--- src/rtl/ps2_pkg.sv ---
`default_nettype none
// ============================================================================
// Package  : ps2_pkg
// Purpose  : Shared types and helpers for the PS/2 receive and transmit paths
// Revision : 1.0 - initial release
// ============================================================================
package ps2_pkg;

  typedef enum logic [1:0] {
    IDLE   = 2'd0,
    DATA   = 2'd1,
    PARITY = 2'd2,
    STOP   = 2'd3
  } rx_state_t;

  // start + 8 data + parity + stop
  localparam int PS2_FRAME_BITS = 11;

  // Returns 1 when data plus parity bit carry an odd number of ones.
  function automatic logic odd_parity_ok(input logic [31:0] data, input logic p);
    return (^data) ^ p;
  endfunction

endpackage
`default_nettype wire

--- src/rtl/ps2_sync_fifo.sv ---
`default_nettype none
// ============================================================================
// Module   : ps2_sync_fifo
// Purpose  : Single-clock show-ahead FIFO; dout is registered and holds the
//            last head value once the FIFO drains
// Revision : 1.0 - initial release
// ============================================================================
module ps2_sync_fifo #(
  parameter int WIDTH = 8,
  parameter int DEPTH = 4
) (
  input  logic             clk,
  input  logic             reset,
  input  logic             push,
  input  logic [WIDTH-1:0] din,
  input  logic             pop,
  output logic [WIDTH-1:0] dout,
  output logic             valid,
  output logic             full
);

  localparam int c_ptr_w = (DEPTH > 1) ? $clog2(DEPTH) : 1;
  localparam int c_cnt_w = c_ptr_w + 1;
  localparam logic [c_ptr_w-1:0] c_ptr_one  = c_ptr_w'(1);
  localparam logic [c_cnt_w-1:0] c_cnt_one  = c_cnt_w'(1);
  localparam logic [c_cnt_w-1:0] c_cnt_full = c_cnt_w'(DEPTH);

  logic [WIDTH-1:0]   r_mem [DEPTH];
  logic [c_ptr_w-1:0] r_wr_ptr;
  logic [c_ptr_w-1:0] r_rd_ptr;
  logic [c_cnt_w-1:0] r_count;
  logic [WIDTH-1:0]   r_dout;
  logic [c_ptr_w-1:0] w_rd_next;
  logic               w_do_pop;
  logic               w_do_push;

  assign valid     = (r_count != '0);
  assign full      = (r_count == c_cnt_full);
  assign dout      = r_dout;
  assign w_do_pop  = pop & valid;
  // A pop on the same edge frees the slot, so a full FIFO still accepts a push
  assign w_do_push = push & (~full | w_do_pop);
  assign w_rd_next = r_rd_ptr + c_ptr_one;

  always_ff @(posedge clk) begin
    if (w_do_push) begin
      r_mem[r_wr_ptr] <= din;
    end
  end

  always_ff @(posedge clk) begin
    if (reset) begin
      r_wr_ptr <= '0;
      r_rd_ptr <= '0;
      r_count  <= '0;
      r_dout   <= '0;
    end else begin
      if (w_do_push) begin
        r_wr_ptr <= r_wr_ptr + c_ptr_one;
      end
      if (w_do_pop) begin
        r_rd_ptr <= w_rd_next;
      end
      case ({w_do_push, w_do_pop})
        2'b10:   r_count <= r_count + c_cnt_one;
        2'b01:   r_count <= r_count - c_cnt_one;
        default: r_count <= r_count;
      endcase
      // The incoming byte becomes the head when it lands in an empty FIFO or
      // replaces the only entry being popped; otherwise the next slot moves up.
      if (w_do_push && ((r_count == '0) || (w_do_pop && (r_count == c_cnt_one)))) begin
        r_dout <= din;
      end else if (w_do_pop && (r_count != c_cnt_one)) begin
        r_dout <= r_mem[w_rd_next];
      end
    end
  end

endmodule
`default_nettype wire

--- src/rtl/ps2_rx_fifo.sv ---
`default_nettype none
// ============================================================================
// Module   : ps2_rx_fifo
// Purpose  : PS/2 device-to-host receiver on the system clock with parity,
//            framing and timeout checks feeding a show-ahead byte FIFO
// Revision : 1.0 - initial release
// ============================================================================
module ps2_rx_fifo
  import ps2_pkg::*;
#(
  parameter int DATA_BITS      = 8,
  parameter int FIFO_DEPTH     = 4,
  parameter int SYNC_STAGES    = 2,
  parameter int TIMEOUT_CYCLES = 50000
) (
  input  logic                 clk,
  input  logic                 reset,
  input  logic                 ps2_clk,
  input  logic                 ps2_data,
  input  logic                 rd_en,
  output logic                 valid,
  output logic [DATA_BITS-1:0] data_out,
  output logic                 parity_err,
  output logic                 frame_err,
  output logic                 overflow
);

  localparam int c_cnt_w = (DATA_BITS > 1) ? $clog2(DATA_BITS) : 1;
  localparam int c_tmo_w = (TIMEOUT_CYCLES > 1) ? $clog2(TIMEOUT_CYCLES) : 1;
  localparam logic [c_cnt_w-1:0] c_cnt_one  = c_cnt_w'(1);
  localparam logic [c_cnt_w-1:0] c_cnt_last = c_cnt_w'(DATA_BITS - 1);
  localparam logic [c_tmo_w-1:0] c_tmo_one  = c_tmo_w'(1);
  localparam logic [c_tmo_w-1:0] c_tmo_last = c_tmo_w'(TIMEOUT_CYCLES - 1);

  // Synchroniser and falling-edge detect
  logic [SYNC_STAGES-1:0] r_clk_sync;
  logic [SYNC_STAGES-1:0] r_data_sync;
  logic                   r_clk_prev;
  logic                   w_clk_s;
  logic                   w_data_s;
  logic                   w_fall;

  assign w_clk_s  = r_clk_sync[SYNC_STAGES-1];
  assign w_data_s = r_data_sync[SYNC_STAGES-1];
  assign w_fall   = r_clk_prev & ~w_clk_s;

  always_ff @(posedge clk) begin
    if (reset) begin
      r_clk_sync  <= '1;
      r_data_sync <= '1;
      r_clk_prev  <= 1'b1;
    end else begin
      r_clk_sync  <= {r_clk_sync[SYNC_STAGES-2:0], ps2_clk};
      r_data_sync <= {r_data_sync[SYNC_STAGES-2:0], ps2_data};
      r_clk_prev  <= w_clk_s;
    end
  end

  // Frame FSM state
  rx_state_t            r_state;
  rx_state_t            w_state_nxt;
  logic [c_cnt_w-1:0]   r_cnt;
  logic [c_cnt_w-1:0]   w_cnt_nxt;
  logic [DATA_BITS-1:0] r_shreg;
  logic [DATA_BITS-1:0] w_shreg_nxt;
  logic                 r_par;
  logic                 w_par_nxt;
  logic [c_tmo_w-1:0]   r_tmo;
  logic [c_tmo_w-1:0]   w_tmo_nxt;
  logic                 r_parity_err;
  logic                 r_frame_err;
  logic                 r_overflow;
  logic                 w_perr_nxt;
  logic                 w_ferr_nxt;
  logic                 w_ovf_nxt;
  logic                 w_tmo_hit;
  logic                 w_push;
  logic                 w_pop;
  logic                 w_valid;
  logic                 w_full;

  assign w_pop = rd_en & w_valid;

  always_ff @(posedge clk) begin
    if (reset) begin
      r_state      <= IDLE;
      r_cnt        <= '0;
      r_shreg      <= '0;
      r_par        <= 1'b0;
      r_tmo        <= '0;
      r_parity_err <= 1'b0;
      r_frame_err  <= 1'b0;
      r_overflow   <= 1'b0;
    end else begin
      r_state      <= w_state_nxt;
      r_cnt        <= w_cnt_nxt;
      r_shreg      <= w_shreg_nxt;
      r_par        <= w_par_nxt;
      r_tmo        <= w_tmo_nxt;
      r_parity_err <= w_perr_nxt;
      r_frame_err  <= w_ferr_nxt;
      r_overflow   <= w_ovf_nxt;
    end
  end

  always_comb begin
    w_state_nxt = r_state;
    w_cnt_nxt   = r_cnt;
    w_shreg_nxt = r_shreg;
    w_par_nxt   = r_par;
    w_tmo_nxt   = '0;
    w_perr_nxt  = 1'b0;
    w_ferr_nxt  = 1'b0;
    w_ovf_nxt   = 1'b0;
    w_push      = 1'b0;

    // A fall on the expiry cycle keeps the frame alive
    w_tmo_hit = (r_state != IDLE) && !w_fall && (r_tmo == c_tmo_last);

    if ((r_state != IDLE) && !w_fall && !w_tmo_hit) begin
      w_tmo_nxt = r_tmo + c_tmo_one;
    end

    if (w_tmo_hit) begin
      w_state_nxt = IDLE;
      w_ferr_nxt  = 1'b1;
    end else if (w_fall) begin
      case (r_state)
        IDLE: begin
          if (!w_data_s) begin
            w_state_nxt = DATA;
            w_cnt_nxt   = '0;
          end
        end
        DATA: begin
          w_shreg_nxt = {w_data_s, r_shreg[DATA_BITS-1:1]};
          w_cnt_nxt   = r_cnt + c_cnt_one;
          if (r_cnt == c_cnt_last) begin
            w_state_nxt = PARITY;
          end
        end
        PARITY: begin
          w_par_nxt   = w_data_s;
          w_state_nxt = STOP;
        end
        STOP: begin
          w_state_nxt = IDLE;
          if (!w_data_s) begin
            w_ferr_nxt = 1'b1;
          end else if (!odd_parity_ok(32'(r_shreg), r_par)) begin
            w_perr_nxt = 1'b1;
          end else if (w_full && !w_pop) begin
            w_ovf_nxt = 1'b1;
          end else begin
            w_push = 1'b1;
          end
        end
        default: w_state_nxt = IDLE;
      endcase
    end
  end

  ps2_sync_fifo #(
    .WIDTH (DATA_BITS),
    .DEPTH (FIFO_DEPTH)
  ) u_fifo (
    .clk   (clk),
    .reset (reset),
    .push  (w_push),
    .din   (r_shreg),
    .pop   (w_pop),
    .dout  (data_out),
    .valid (w_valid),
    .full  (w_full)
  );

  assign valid      = w_valid;
  assign parity_err = r_parity_err;
  assign frame_err  = r_frame_err;
  assign overflow   = r_overflow;

endmodule
`default_nettype wire

--- config.mk ---
export PLATFORM = sky130hd
export DESIGN_NAME = ps2_rx_fifo
export DESIGN_NICKNAME = d
export VERILOG_FILES = /design/src/rtl/ps2_pkg.sv /design/src/rtl/ps2_sync_fifo.sv /design/src/rtl/ps2_rx_fifo.sv
export SDC_FILE = /design/constraint.sdc
export NUM_CORES = 1
export LEC_CHECK = 0
export ABC_AREA = 1
export BUFFER_PORTS_ARGS = -buffer_cell sky130_fd_sc_hd__buf_2
export CAP_MARGIN = 20
export CORE_ASPECT_RATIO = 1.5
export CORE_MARGIN = 3
export CORE_UTILIZATION = 30
export DETAILED_ROUTE_END_ITERATION = 16
export GPL_TIMING_DRIVEN = 0
export RECOVER_POWER = 50
export SKIP_CTS_REPAIR_TIMING = 1
export SLEW_MARGIN = 20
export SYNTH_ARGS = -nofsm -noshare
export SYNTH_HDL_FRONTEND = slang
export SYNTH_SLANG_ARGS = --single-unit
export TNS_END_PERCENT = 20
--- constraint.sdc ---
create_clock -name clk -period 6.15 [get_ports clk]
set_input_delay 1.5375 -clock clk [delete_from_list [all_inputs] [get_ports clk]]
set_output_delay 1.5375 -clock clk [all_outputs]
set_load 0.01 [all_outputs]
==> flow_metrics.tcl <==
set metrics [dict create \
    fin_skew_ps 5.03 \
    grt_use_total_pct 12.0 \
    leakagePower_uw 0.00160 \
    overflow 0 \
    dieHeight_um 146 \
    netlist_area_um2 3910 \
    drt_wl_total_um 8190 \
    maxCapViolCount 0 \
    gp_congestion 0.873 \
    dieArea_um2 14500 \
    async_reset_ff_share_pct 0 \
    die_w_um 99.2 \
    rows 50 \
    maxSlewHeadroom_pct 43.0 \
    setup_slack_ps 3090 \
    cp.required_ps 6110 \
    dp.cells 600 \
    antenna_found_initial 0 \
    grt_pass1_vias 2919 \
    tns_ps 0 \
    ys_ff_latch 85 \
    grt_setup_unrepaired "false" \
    cts_buffer_depth 2 \
    insertion_delay_ps 340 \
    syn_nets 449 \
    cts_sinks 85 \
    cts_tree "done" \
    final_cells 616 \
    start_util_pct 30.9 \
    dr_total_vias 2893 \
    period_needed_ps 3060 \
    powerDensity_nw_per_um2 286 \
    r2r-start "u_fifo.r_count[0]" \
    root_buffer "clkbuf_16" \
    ff2ff_setup_slack_ps 3550 \
    hold_slack_ps 413 \
    hp-class "reg -> reg" \
    yosysUniqueCellTypes 40 \
    worst-setup-path-type "in -> reg" \
    preCtsSetupSlack_ps 2820 \
    synth_area_per_cell_um2 9.13 \
    vias_per_cell 4.70 \
    io_buffers 16 \
    grt_pass1_wl_um 13800 \
    grt_max_degree 17 \
    seq_area_frac_synth_pct 51.7 \
    start_kind "input port" \
    cp.arrival_ps 3020 \
    status "completed" \
    final_util_pct 35.2 \
    cts_buffers 9 \
    num_antenna_cells 0 \
    yosys_warnings 0 \
    synth_top_area_share_pct 27.1 \
    synthFlopType "dfxtp_1" \
    path_max_fanout 8 \
    route.detailed.wl_per_inst_um 13.3 \
    final_layout_size_suffix_gt1_share_pct 15.7 \
    drc 0 \
    final-hold-violation-count 0 \
    post-dp-hpwl_um 6220 \
    ant_nets 0 \
    worst_pin_slew_ps 851 \
    htree_levels 3 \
    max_freq_mhz 327 \
    yosysTopAreaCell "dfxtp_1" \
    setup_viol 0 \
    postSynthCellCount 428 \
    io_pins 17 \
    core_um2 12600 \
    drt_pre_antenna_iters 4 \
    end_kind "flop" \
    synth.area.top_cells "dfxtp_1 27%, edfxtp_1 25%, nand2_1 7.2%" \
    area_growth_pct 13.7 \
    slew_viol_final 0 \
    r2r_cells 9 \
    min_path_cells 1 \
    min_to "r_data_sync[1]" \
    r2r_end "u_fifo.r_mem[2][6]" \
    ir_drop_uv 131 \
    hold_start "r_data_sync[0]" \
    nFillCells 1319 \
    fin_nets 476 \
    synth-edff-count 32 \
    cts.reportedPaths.clkPinSlew_ps 60 \
    finalCritPeriodShare_pct 49.7 \
    drt_iter0_markers 97 \
]
## layout by cell type (no fill, tap or decap), types with 7 or more instances in the layout
cell / Yosys / routed
a21oi_1: 24 / 24
a21oi_2: 9 / 9
buf_2: 4 / 9
clkbuf_1: 5 / 16
clkbuf_16: 0 / 9
dfxtp_1: 53 / 53
edfxtp_1: 32 / 32
ha_1: 16 / 16
inv_1: 39 / 39
inv_2: 13 / 13
nand2_1: 75 / 75
nand3_1: 42 / 42
nor2_1: 28 / 28
nor3_1: 7 / 7
o211ai_1: 8 / 8
o21ai_0: 16 / 16
## worst max-delay path: stages
cell	delay (ps)
buf_2	120
nand2_4	80
a31oi_1	280
inv_1	130
nor2_4	150
inv_2	80
nor2_1	650
## synth_stat cells (2+ instances only)
| cell type | instances |
|---|---|
| a211oi_1 | 3 |
| a21oi_1 | 24 |
| a21oi_2 | 9 |
| buf_2 | 4 |
| buf_6 | 2 |
| clkbuf_1 | 5 |
| dfxtp_1 | 53 |
| edfxtp_1 | 32 |
| ha_1 | 16 |
| inv_1 | 39 |
| inv_2 | 13 |
| mux2i_1 | 4 |
| nand2_1 | 75 |
| nand2_2 | 5 |
| nand2_4 | 2 |
| nand3_1 | 42 |
| nand4_1 | 3 |
| nor2_1 | 28 |
| nor2_2 | 4 |
| nor2_4 | 3 |
| nor3_1 | 7 |
| nor3b_1 | 3 |
| nor4_1 | 2 |
| o211ai_1 | 8 |
| o21ai_0 | 16 |
| o22ai_1 | 4 |
| or2_0 | 2 |
| or2_2 | 4 |
| xor2_1 | 5 |
## power breakdown
part / switching, µW / internal (µW)
clock: 228 / 279
combinational: 113 / 53.7
sequential: 6.46 / 590
## layer usage
metal | global-route usage [%] | share of wire [%] | up-vias
li1 | - | - | 1487
met1 | 12.1 | 38 | 1361
met2 | 22.8 | 57 | 33
met3 | 2.69 | 2.6 | 12
met4 | 5.26 | 2.2 | 0
met5 | 0 | 0 | -
## registers in the layout, indices dropped and copies added (netlist names)
signal / cells
r_par: 1
u_fifo.r_mem: 32
r_tmo: 16
r_clk_sync: 2
u_fifo.r_wr_ptr: 2
u_fifo.r_rd_ptr: 2
r_data_sync: 2
parity_err: 1
r_cnt: 3
u_fifo.r_count: 3
frame_err: 1
overflow: 1
r_state: 2
r_clk_prev: 1
r_shreg: 8
u_fifo.dout: 8
## cell families after synthesis
family | Yosys count | synth area share (%)
fa+ha+maj | 16 | 5.12
xor+xnor | 6 | 1.34
mux | 4 | 1.02
simple gates | 185 | 23.3
buf+inv | 64 | 6.66
flops | 85 | 51.7
compound gates | 68 | 10.8
## per-stage QoR
step                      total power (µW)  instance area (µm²)
after global routing                  1330                 4450
after floorplan                        731                 3910
after CTS                             1290                 4470
final                                 1270                 4450
after detailed placement               780                 4180
after global placement                 776                 4180
## worst max-delay path by stage
| stage | depth (start not counted) | start | slack [ps] | end |
|---|---|---|---|---|
| 3_5_place_dp | 7 | rd_en | 2820 | u_fifo.r_mem[2][7] |
| 4_1_cts | 7 | rd_en | 3190 | u_fifo.r_mem[2][6] |
| 2_1_floorplan | 10 | rd_en | 3250 | u_fifo.r_count[2] |
| 6_report | 7 | rd_en | 3090 | u_fifo.r_mem[2][6] |
| 3_3_place_gp | 7 | rd_en | 2880 | u_fifo.r_mem[3][7] |
| 5_1_grt | 11 | rd_en | 2960 | u_fifo.r_count[2] |
## area by class of cell
class,instances,area (µm²),area share (%)
Tap cell,156,195,4.39
Timing Repair Buffer,16,66.3,1.49
Sequential cell,85,2020,45.5
Multi-Input combinational cell,279,1620,36.4
Buffer,11,61.3,1.38
Clock inverter,7,56.3,1.27
Clock buffer,9,225,5.07
Inverter,53,199,4.48
Power figures use the tool's default switching activity.
